`src/rtl/lsu_mem_unit.sv`:
```
// lsu_mem_unit: multi-cycle load/store unit bridging EXU requests to a split request/response data bus.
// Lane placement, extension, misalignment/illegal-op checks and a WAIT timeout, with a registered result to WBU.
module lsu_mem_unit #(
    parameter int ADDR_W  = 64,
    parameter int DATA_W  = 64,
    parameter int XLEN    = 64,
    parameter int TIMEOUT = 255
) (
    input  logic                  i_clock,
    input  logic                  i_reset,
    input  logic                  i_in_valid,
    output logic                  o_in_ready,
    input  logic [ADDR_W-1:0]     i_in_addr,
    input  logic                  i_in_wen,
    input  logic [2:0]            i_in_op,
    input  logic [XLEN-1:0]       i_in_wdata,
    output logic                  o_bus_req_valid,
    input  logic                  i_bus_req_ready,
    output logic [ADDR_W-1:0]     o_bus_addr,
    output logic                  o_bus_wen,
    output logic [DATA_W-1:0]     o_bus_wdata,
    output logic [DATA_W/8-1:0]   o_bus_wstrb,
    input  logic                  i_bus_resp_valid,
    output logic                  o_bus_resp_ready,
    input  logic [DATA_W-1:0]     i_bus_rdata,
    output logic                  o_out_valid,
    input  logic                  i_out_ready,
    output logic [XLEN-1:0]       o_out_rdata,
    output logic [1:0]            o_out_err
);
    localparam int STRB_W = DATA_W / 8;
    localparam int OFF_W  = $clog2(STRB_W);
    localparam int CNT_W  = $clog2(TIMEOUT + 1);

    typedef enum logic [1:0] {S_IDLE, S_REQ, S_WAIT, S_RESP} state_t;

    state_t             r_state, w_next;
    logic [ADDR_W-1:0]  r_bus_addr;
    logic [DATA_W-1:0]  r_bus_wdata;
    logic [STRB_W-1:0]  r_bus_wstrb;
    logic               r_wen;
    logic [2:0]         r_op;
    logic [OFF_W-1:0]   r_off;
    logic [CNT_W-1:0]   r_cnt;
    logic [XLEN-1:0]    r_rdata;
    logic [1:0]         r_err;

    logic               w_illegal, w_misal, w_timeout, w_sext;
    logic [2:0]         w_amask;
    logic [31:0]        w_lanes;
    logic [STRB_W-1:0]  w_strb;
    logic [DATA_W-1:0]  w_wdata, w_shift;
    logic [XLEN-1:0]    w_shx, w_load;

    assign w_illegal = (i_in_op == 3'd7) || (i_in_wen && i_in_op[2])
                     || ((DATA_W == 32) && (i_in_op == 3'd3 || i_in_op == 3'd6));
    // access size minus one doubles as the alignment mask on the low address bits
    assign w_amask   = 3'((4'd1 << i_in_op[1:0]) - 4'd1);
    assign w_misal   = |(i_in_addr[2:0] & w_amask);
    assign w_lanes   = (32'd1 << (32'd1 << i_in_op[1:0])) - 32'd1;
    assign w_strb    = STRB_W'(w_lanes << i_in_addr[OFF_W-1:0]);
    assign w_wdata   = DATA_W'(i_in_wdata) << {i_in_addr[OFF_W-1:0], 3'b000};
    assign w_timeout = (r_cnt == CNT_W'(TIMEOUT));

    assign w_shift = i_bus_rdata >> {r_off, 3'b000};
    assign w_shx   = XLEN'(w_shift);
    assign w_sext  = ~r_op[2];
    assign w_load  = (r_op[1:0] == 2'd0) ? {{(XLEN-8){w_sext & w_shx[7]}}, w_shx[7:0]} :
                     (r_op[1:0] == 2'd1) ? {{(XLEN-16){w_sext & w_shx[15]}}, w_shx[15:0]} :
                     (r_op[1:0] == 2'd2) ? {{(XLEN-32){w_sext & w_shx[31]}}, w_shx[31:0]} : w_shx;

    assign o_in_ready       = (r_state == S_IDLE);
    assign o_bus_req_valid  = (r_state == S_REQ);
    assign o_bus_resp_ready = (r_state == S_WAIT);
    assign o_out_valid      = (r_state == S_RESP);
    assign o_bus_addr       = r_bus_addr;
    assign o_bus_wen        = r_wen;
    assign o_bus_wdata      = r_bus_wdata;
    assign o_bus_wstrb      = r_bus_wstrb;
    assign o_out_rdata      = r_rdata;
    assign o_out_err        = r_err;

    always_ff @(posedge i_clock or negedge i_reset) begin
        if (!i_reset) r_state <= S_IDLE;
        else          r_state <= w_next;
    end

    always_comb begin
        w_next = r_state;
        case (r_state)
            S_IDLE:  if (i_in_valid) w_next = (w_illegal || w_misal) ? S_RESP : S_REQ;
            S_REQ:   if (i_bus_req_ready) w_next = S_WAIT;
            S_WAIT:  if (i_bus_resp_valid || w_timeout) w_next = S_RESP;
            default: if (i_out_ready) w_next = S_IDLE;
        endcase
    end

    always_ff @(posedge i_clock or negedge i_reset) begin
        if (!i_reset) begin
            r_bus_addr  <= '0;
            r_bus_wdata <= '0;
            r_bus_wstrb <= '0;
            r_wen       <= 1'b0;
            r_op        <= '0;
            r_off       <= '0;
            r_cnt       <= '0;
            r_rdata     <= '0;
            r_err       <= '0;
        end else begin
            case (r_state)
                S_IDLE: if (i_in_valid) begin
                    r_bus_addr  <= {i_in_addr[ADDR_W-1:OFF_W], {OFF_W{1'b0}}};
                    r_bus_wdata <= i_in_wen ? w_wdata : '0;
                    r_bus_wstrb <= i_in_wen ? w_strb : '0;
                    r_wen       <= i_in_wen;
                    r_op        <= i_in_op;
                    r_off       <= i_in_addr[OFF_W-1:0];
                    r_rdata     <= '0;
                    r_err       <= w_illegal ? 2'd3 : w_misal ? 2'd1 : 2'd0;
                end
                S_REQ: if (i_bus_req_ready) r_cnt <= '0;
                S_WAIT: begin
                    r_cnt <= r_cnt + CNT_W'(1);
                    // a response in the timeout cycle still completes normally
                    if (i_bus_resp_valid) begin
                        r_rdata <= r_wen ? '0 : w_load;
                        r_err   <= 2'd0;
                    end else if (w_timeout) begin
                        r_rdata <= '0;
                        r_err   <= 2'd2;
                    end
                end
                default: ;
            endcase
        end
    end
endmodule

```
`config.mk`:
```
export PLATFORM = sky130hd
export DESIGN_NAME = lsu_mem_unit
export DESIGN_NICKNAME = d
export VERILOG_FILES = /design/src/rtl/lsu_mem_unit.sv
export SDC_FILE = /design/constraint.sdc
export NUM_CORES = 1
export LEC_CHECK = 0
export CAP_MARGIN = 20
export CORE_MARGIN = 10
export CORE_UTILIZATION = 46
export CTS_CLUSTER_DIAMETER = 60
export DETAILED_ROUTE_END_ITERATION = 10
export GPL_TIMING_DRIVEN = 1
export PLACE_DENSITY = 0.82
export SLEW_MARGIN = 40
export SYNTH_ARGS = -nofsm -noshare
export SYNTH_HDL_FRONTEND = slang
export SYNTH_SLANG_ARGS = --single-unit
```
`constraint.sdc`:
```
create_clock -name i_clock -period 2.35 [get_ports i_clock]
set_input_delay 0.47 -clock i_clock [delete_from_list [all_inputs] [get_ports i_clock]]
set_output_delay 0.47 -clock i_clock [all_outputs]
set_load 0.05 [all_outputs]
```
Yosys cells after proc, flatten, opt, wreduce, memory -nomap -nowiden
Cells that the tools add are included.
{ "totals": {"regBits": 216, "latch_bits": 0, "ram_bits": 0, "rom_bits": 0, "inputBits": 202, "mem_count": 0} }
{ "classes": {"add_sub_neg": 3, "n_mul": 0, "div_mod_pow": 0, "n_lt_le_gt_ge": 0, "eq_ne": 11, "shifts": 6, "n_mux": 24, "n_bitwise": 5, "n_reduce_logical": 14} }
{ "op_table": {"columns": ["cell", "n"], "rows": [
  ["$mux 64", 8],
  ["$pmux 64 s2", 1],
  ["$shl 64x6->64", 1],
  ["$shr 64x6->64", 1],
  ["$shl 1x2->32 const A", 1],
  ["$shl 1x32->32 const A", 1],
  ["$shl 32x3->8", 1],
  ["$sub 32x1->32 const B", 1],
  ["$mux 2", 9],
  ["$mux 8", 2],
  ["$pmux 8 s2", 1],
  ["$add 8x1->8 const B", 1],
  ["$eq 8x8->1 const B", 1],
  ["$eq 2x2->1 const B", 3],
  ["$pmux 2 s3", 1],
  ["$eq 2x1->1 const B", 2],
  ["$logic_not 2->1", 2],
  ["$ne 2x1->1 const B", 2],
  ["$pmux 2 s2", 1],
  ["$reduce_and 2->1", 2],
  ["$reduce_and 4->1", 1],
  ["$reduce_bool 2->1", 2],
  ["$reduce_bool 4->1", 1],
  ["$and 1x1->1", 3],
  ["other kinds (12)", 14]
]} }

Logic depth before layout (Yosys ltp)
Gate-level depths: netlist of run 1.
{ "depth": {"ltp_word": 8, "ltp_mapped": 9, "mapped_depth_nobuf": 7} }

Worst setup path after synthesis of run 1
OpenSTA, ideal clock, no wires.
{ "synth_timing": {"path_kind": "reg2reg", "startpoint": "reg r_state[0]", "endpoint": "reg r_rdata[32] (netlist: o_out_rdata[32])", "setup_time_ps": 67, "t_arrival_ps": 2378, "t_required_ps": 2283, "slack_ps": -95, "stages_incl_launch_ff": 9, "n_path_buf": 1, "path_cell_list": "dfrtp_1 -> inv_1 -> ha_1 -> nand3b_1 -> a211oi_1 -> nand4_2 -> a211oi_2 -> buf_6 -> a221o_1"} }
{ "synth_via": {"elab_chain_len": 3, "elab_cells_between_ends": 7, "classes_between": "eq/ne: 3; mux: 1; reduce/logical: 3"} }
{ "synth_lines": {"columns": ["item", "line_no", "rtl"], "rows": [
  ["start: declaration", "37", "state_t r_state, w_next;"],
  ["start signal: assignment", "85", "else r_state <= w_next;"],
  ["$eq 2x2->1 *", null, null],
  ["via o_bus_resp_ready", "24", "output logic o_bus_resp_ready,"],
  ["$ne 3x2->1 (no line) / $reduce_bool 2->1 (equally long branches)", null, null],
  ["$reduce_and 3->1 (no line)", null, null],
  ["end signal: assignment", "126", "r_rdata <= r_wen ? '0 : w_load;"],
  ["end: declaration", "45", "logic [XLEN-1:0] r_rdata;"]
]} }
Mark *: on every way through the listed nets, which the timed path passes. The rest lies on a longest branch.
A chain may end at the register's enable or synchronous reset.

Worst setup path in the final report of run 1
{ "layout_timing": {"startpoint": "reg r_bus_wdata[13] (netlist: o_bus_wdata[13])", "endpoint": "out o_bus_wdata[13]"} }
{ "layout_lines": {"columns": ["item", "line_no", "rtl"], "rows": [
  ["start: declaration", "39", "logic [DATA_W-1:0] r_bus_wdata;"],
  ["start signal: assignment", "113", "r_bus_wdata <= i_in_wen ? w_wdata : '0;"],
  ["end: declaration", "21", "output logic [DATA_W-1:0] o_bus_wdata,"]
]} }
No word-level cell between the ends.

==> results of run 1 <==
Yosys cell counts (all sizes together) (2+ instances only):
cell / number / area [um2]
a221o: 42 / 420.4
nor3: 5 / 30.03
o31ai: 2 / 15.01
a21o: 2 / 15.01
clkbuf: 48 / 181.4
buf: 45 / 236.5
nor2b: 10 / 62.56
a22oi: 9 / 67.56
nand3: 16 / 80.08
a21oi: 24 / 127.6
nand2: 141 / 529.3
a211oi: 12 / 95.09
a32o: 2 / 20.02
xnor2: 2 / 17.52
o211ai: 22 / 165.2
o2bb2ai: 6 / 52.55
o221ai: 9 / 78.83
ha: 5 / 62.56
o21a: 4 / 30.03
mux2: 84 / 949.7
nor2: 40 / 150.1
dfrtp: 216 / 5405
xor2: 2 / 17.52
a2111oi: 2 / 18.77
or2: 2 / 12.51
o22ai: 2 / 12.51
inv: 9 / 33.78
a22o: 61 / 534.3
nand2b: 9 / 56.30
o21ai: 76 / 380.4
or3: 2 / 12.51
nor4: 3 / 18.77
mux2i: 88 / 880.8
mux4: 31 / 698.2
timing repair:
action / 4_1_cts / 5_1_grt
setup endpoints to repair: 18 / 59
gates resized for setup: 2 / 2
hold endpoints to repair: 51 / 0
hold buffers: 1 / 0
worst max path at each step:
| stage | from | end | slack [ps] | depth (start not counted) |
|---|---|---|---|---|
| floorplan | r_state[0]$_DFFE_PN0P_ | o_out_rdata[22]$_DFFE_PN0P_ | 90 | 8 |
| global placement | i_bus_rdata[47] | o_out_rdata[62]$_DFFE_PN0P_ | -410 | 7 |
| detailed placement | i_bus_rdata[47] | o_out_rdata[62]$_DFFE_PN0P_ | -490 | 7 |
| CTS | r_state[0]$_DFFE_PN0P_ | o_out_rdata[36]$_DFFE_PN0P_ | 10 | 8 |
| global route | r_state[0]$_DFFE_PN0P_ | o_out_rdata[63]$_DFFE_PN0P_ | 10 | 8 |
| finish | o_bus_wdata[13]$_DFFE_PN0P_ | o_bus_wdata[13] | 80 | 1 |
flip-flops by register name, indices dropped and copies added (netlist names):
name / cells
r_off: 3
o_bus_addr: 61
o_out_rdata: 64
o_out_err: 2
r_cnt: 8
r_op: 3
o_bus_wen: 1
o_bus_wdata: 64
r_state: 2
o_bus_wstrb: 8
kinds of logic after synthesis:
| kind of cell | synth area share [%] |
|---|---|
| other cells | 0.03247 |
| compound gates | 17.95 |
| buf+inv | 3.943 |
| xor+xnor | 0.3034 |
| mux | 21.89 |
| simple gates | 8.536 |
| flops | 46.80 |
| fa+ha+maj | 0.5417 |
final cells by class:
type	instances	area share (%)
clock buffer	35	4.211
sequential	216	31.49
tap	324	2.361
inverter	10	0.2186
multi-input combinational	727	33.68
timing repair buffer	475	27.62
antenna	2	0.02914
clock inverter	9	0.3862
cell usage in the layout (no fill, tap or decap), drive strengths merged, types with 10 or more instances in the layout:
cell,n
inv,12
a22o,61
nand3,16
mux2i,88
mux2,84
buf,76
a21oi,24
clkdlybuf4s50,397
clkbuf,35
o21ai,76
o211ai,22
a221o,42
dfrtp,216
a211oi,12
nor2,40
nand2,141
nor2b,10
mux4,31
routing by layer:
| layer | GRT usage [%] | vias to the layer above | wire length, um |
|---|---|---|---|
| met4 | 8.371 | 2 | 1314 |
| met2 | 44.86 | 566 | 21810 |
| li1 | - | 4733 | - |
| met1 | 31.46 | 5203 | 16290 |
| met5 | 0 | - | 10 |
| met3 | 7.822 | 90 | 4346 |
power by group:
part           leakage (nW)  internal, W  switching [W]
Sequential             2.79      0.00524        0.00108
Combinational          4.20      0.00570        0.00985
Clock                 0.390      0.00216        0.00157
Total                  7.39       0.0131         0.0125
stage by stage:
step / hold WS, ps / power (W)
after floorplan: 174.4 / 0.01614
after global routing: 495.3 / 0.02677
final: 468.5 / 0.02559
after global placement: 440.6 / 0.02162
after CTS: 440.8 / 0.02566
after detailed placement: 450.7 / 0.02186
worst min-delay path, cell delays in order:
cell and delay, ps:
buf_4 130, nor4_4 90, a22oi_1 190, nand2_1 70
==> results.sh, run 1 <==
export IMPL_regToRegStartpoint="r_off[1]$_DFFE_PN0P_"
export IMPL_multi_input_area_um2=5784
export IMPL_relSlewSlack_pct=50.52
export IMPL_register_area_um2=5408
export IMPL_cts_buffers=25
export IMPL_rsz0062_at_grt="no"
export IMPL_cts_tree="built"
export IMPL_synth_seq_cells=216
export IMPL_async_flop_share_pct=100.0
export IMPL_power_density_nw_per_um2=1490
export IMPL_synth_edf_count=0
export IMPL_portBuffers=405
export IMPL_hold_depth=4
export IMPL_antenna_found_initial=3
export IMPL_syn_avg_cell_area_um2=11.06
export IMPL_grt_max_degree=67
export IMPL_path_buf_inv=1
export IMPL_grt_pass1_vias=10950
export IMPL_nNetsFinal=1662
export IMPL_yosysUniqueCellTypes=56
export IMPL_setup_viol=0
export IMPL_via_per_inst=5.892
export IMPL_dr_pass1_iters=5
export IMPL_clock_latency_ps=520
export IMPL_cts_htree_levels=1
export IMPL_pre_cts_ws_ps=-492.7
export IMPL_drtAntennaViolNets=0
export IMPL_crit_path_start_kind="register"
export IMPL_fillers=1833
export IMPL_grt_pass1_wl_um=65430
export IMPL_cts_buffer_depth=3
export IMPL_die_area_um2=31850
export IMPL_drtIter0Drc=864
export IMPL_ys_flop_type="dfrtp_1"
export IMPL_ff2ff_path_depth=6
export IMPL_cts_reportedPaths_clkPinSlew_ps=60
export IMPL_grt_overflow_total=0
export IMPL_p_leak_nw=7.386
export IMPL_final_cells=1798
export IMPL_cp_top_family="buffers and inverters"
export IMPL_start_util_pct=47.08
export IMPL_finalCritPeriodShare_pct=96.60
export IMPL_fmax_mhz=440.5
export IMPL_criticalPathCategory="reg2out"
export IMPL_hpwl_um=33830
export IMPL_rrSetupSlack_ps=80
export IMPL_gp_congestion=0.9490
export IMPL_drt_wirelength_per_cell_um=24.34
export IMPL_dieHeight_um=178.5
export IMPL_drc_errors=0
export IMPL_ys_seq_area_share_pct=46.80
export IMPL_fin_util_pct=70.00
export IMPL_cp_data_required_time_ps=1880
export IMPL_vdd_drop_max_mv=1.215
export IMPL_cts_root_buffer="clkbuf_16"
export IMPL_cp_max_fo=2
export IMPL_period_minus_slack_ps=2270
export IMPL_finClkSkew_ps=14.28
export IMPL_grt_usage_pct=26.38
export IMPL_syn2layout_area_growth_pct=48.68
export IMPL_drv_slew=0
export IMPL_hp_class="in2reg"
export IMPL_cp_end_kind="output pin"
export IMPL_hp_start="i_in_addr[0]"
export IMPL_clock_sinks=216
export IMPL_slowest_delay_ps=880
export IMPL_hold_violations=0
export IMPL_dp_cells=1751
export IMPL_place_area_um2=16350
export IMPL_maxCapViolations=0
export IMPL_pin_count=409
export IMPL_status="complete, no violations"
export IMPL_syn_inst=1044
export IMPL_arrival_ps=1800
export IMPL_crit_path_top_delay_cell="clkdlybuf4s50_1"
export IMPL_tightest_slew_ps=740.4
export IMPL_via_count=10590
export IMPL_yosys_warnings=0
export IMPL_rows=57
export IMPL_cts_setup_buffers=0
export IMPL_worstPathCellList="clkdlybuf4s50_1"
export IMPL_layout_drive_gt1_share_pct=16.98
export IMPL_syn_area_um2=11550
export IMPL_hold_end="o_bus_wdata[32]$_DFFE_PN0P_"
export IMPL_timing_rr_end="o_out_rdata[57]$_DFFE_PN0P_"
export IMPL_drt_total_wl_um=43770
export IMPL_fp_coreArea_um2=24530
export IMPL_fin_ws_ps=79.95
export IMPL_design_area_um2=17170
export IMPL_die_width_um=178.5
export IMPL_tns_ps=0
No activity file was read; power rests on OpenSTA's default activity.
==> run 2: changes to the inputs <==
--- a/config.mk
+++ b/config.mk
@@ -11,6 +11,7 @@
 export CTS_CLUSTER_DIAMETER = 60
 export DETAILED_ROUTE_END_ITERATION = 10
 export GPL_TIMING_DRIVEN = 1
+export MAX_ROUTING_LAYER = met4
 export PLACE_DENSITY = 0.82
 export SLEW_MARGIN = 40
 export SYNTH_ARGS = -nofsm -noshare
==> run 2 against run 1 <==
Power grew 2.5%. Highest routed layer is now met4. Utilization up 0.98 points. Clock power rose by 8.3%. Largest power group unchanged. Clock-buffer cell count down 1. Die area unchanged.
==> results.sh, run 2 (synthesized netlist as in run 1, its figures left out) <==
export IMPL_status="complete, no violations"
export IMPL_drv_slew=0
export IMPL_grt_usage_pct=27.73
export IMPL_setup_viol=0
export IMPL_crit_path_top_delay_cell="clkdlybuf4s50_1"
export IMPL_vdd_drop_max_mv=1.063
export IMPL_crit_path_start_kind="register"
export IMPL_tightest_slew_ps=746.3
export IMPL_dr_pass1_iters=5
export IMPL_fillers=1816
export IMPL_die_width_um=178.5
export IMPL_start_util_pct=47.08
export IMPL_rows=57
export IMPL_portBuffers=405
export IMPL_grt_max_degree=78
export IMPL_rsz0062_at_grt="no"
export IMPL_drt_total_wl_um=44800
export IMPL_clock_sinks=216
export IMPL_slowest_delay_ps=870
export IMPL_via_per_inst=5.892
export IMPL_cts_htree_levels=1
export IMPL_final_cell_mix="396 x clkdlybuf4s50_1, 214 x dfrtp_1, 140 x nand2_1"
export IMPL_hold_violations=0
export IMPL_path_buf_inv=1
export IMPL_dieHeight_um=178.5
export IMPL_drt_wirelength_per_cell_um=24.64
export IMPL_finClkSkew_ps=7.384
export IMPL_grt_pass1_vias=11210
export IMPL_power_density_nw_per_um2=1506
export IMPL_cts_reportedPaths_clkPinSlew_ps=60
export IMPL_nNetsFinal=1682
export IMPL_syn2layout_area_growth_pct=50.76
export IMPL_grt_pass1_wl_um=66390
export IMPL_gp_congestion=0.9591
export IMPL_grt_overflow_total=0
export IMPL_place_area_um2=16460
export IMPL_relSlewSlack_pct=50.13
export IMPL_hpwl_um=34690
export IMPL_cts_tree="built"
export IMPL_cp_data_required_time_ps=1880
export IMPL_finalCritPeriodShare_pct=97.38
export IMPL_via_count=10710
export IMPL_fmax_mhz=437.0
export IMPL_design_area_um2=17410
export IMPL_final_common_cell="clkdlybuf4s50_1"
export IMPL_fp_coreArea_um2=24530
export IMPL_p_leak_nw=7.515
export IMPL_cts_buffer_depth=3
export IMPL_hold_ws_ps=468.3
export IMPL_maxCapViolations=0
export IMPL_finalPower_w=0.02622
export IMPL_drc_errors=0
export IMPL_period_minus_slack_ps=2288
export IMPL_cp_top_family="buffers and inverters"
export IMPL_pin_count=409
export IMPL_drtAntennaViolNets=0
export IMPL_die_area_um2=31850
export IMPL_worstPathCellList="clkdlybuf4s50_1"
export IMPL_hp_class="in2reg"
export IMPL_antenna_found_initial=2
export IMPL_arrival_ps=1820
export IMPL_fin_util_pct=70.98
export IMPL_cts_buffers=25
export IMPL_drtIter0Drc=916
export IMPL_layout_drive_gt1_share_pct=18.16
export IMPL_clock_latency_ps=520
export IMPL_cp_end_kind="output pin"
export IMPL_cp_max_fo=2
export IMPL_cts_root_buffer="clkbuf_16"
export IMPL_criticalPathCategory="reg2out"
-- run 2: changes by cell type in the layout (fill, tap and decap cells not counted), moves of 2 or more --
cell	previous run	this run
bufinv_16	0	3
clkinv_4	2	0
buf_6	0	4
clkinv_2	3	1
buf_4	60	76
clkinvlp_4	1	3
-- run 2: metrics by stage --
step                instances  setup TNS, ps  setup WS [ps]
floorplan                1046              0          86.29
global placement         1764         -34250         -752.0
detailed placement       1766         -21890         -567.6
CTS                      1814         -8.804         -8.804
global route             1818              0          27.31
finish                   1818              0          61.53
-- run 2: layout make-up --
type / count / area [um2] / area share, %
Antenna cell: 2 / 5.005 / 0.02874
Sequential cell: 216 / 5408 / 31.06
Inverter: 10 / 37.54 / 0.2156
Clock inverter: 10 / 146.4 / 0.8407
Multi-Input combinational cell: 727 / 5783 / 33.21
Tap cell: 324 / 405.4 / 2.328
Timing Repair Buffer: 495 / 4918 / 28.25
Clock buffer: 34 / 709.4 / 4.074
-- run 2: per-layer routing --
layer / global-route usage (%) / share of wire [%] / routed length [um]
met1: 32.63 / 38 / 17100
met2: 46.28 / 50 / 22380
met3: 6.258 / 8.6 / 3838
met4: 9.163 / 3.3 / 1480
met5: - / 0 / 0
-- run 2: worst paths after layout --
kind | startpoint | to | slack (ps) | cells past startpoint
worst max-delay path | o_bus_wdata[37]$_DFFE_PN0P_ | o_bus_wdata[37] | 60 | 1
worst min-delay path | i_in_addr[0] | o_bus_wdata[29]$_DFFE_PN0P_ | 470 | 3
worst max register to register | r_off[1]$_DFFE_PN0P_ | o_out_rdata[54]$_DFFE_PN0P_ | 90 | 8
worst min register to register | o_bus_wstrb[0]$_DFFE_PN0P_ | o_bus_wstrb[0]$_DFFE_PN0P_ | 480 | 1
max in group asynchronous | i_reset | o_bus_wdata[48]$_DFFE_PN0P_ | 1170 | 3
min in group asynchronous | i_reset | o_out_rdata[60]$_DFFE_PN0P_ | 520 | 2
-- run 2: power by group --
part	total [W]	leakage [nW]	internal [W]	switching [W]
clock network	0.00404	0.411	0.00245	0.00159
registers	0.00628	2.79	0.00524	0.00104
logic	0.0159	4.31	0.00587	0.0100
-- run 2: timing repair --
action	4_1_cts	5_1_grt
resized for setup	4	6
cloned	0	1
pin swaps	1	3
hold endpoints to repair	69	0
hold buffers	1	0
setup endpoints to repair	42	48
buffers inserted	3	2
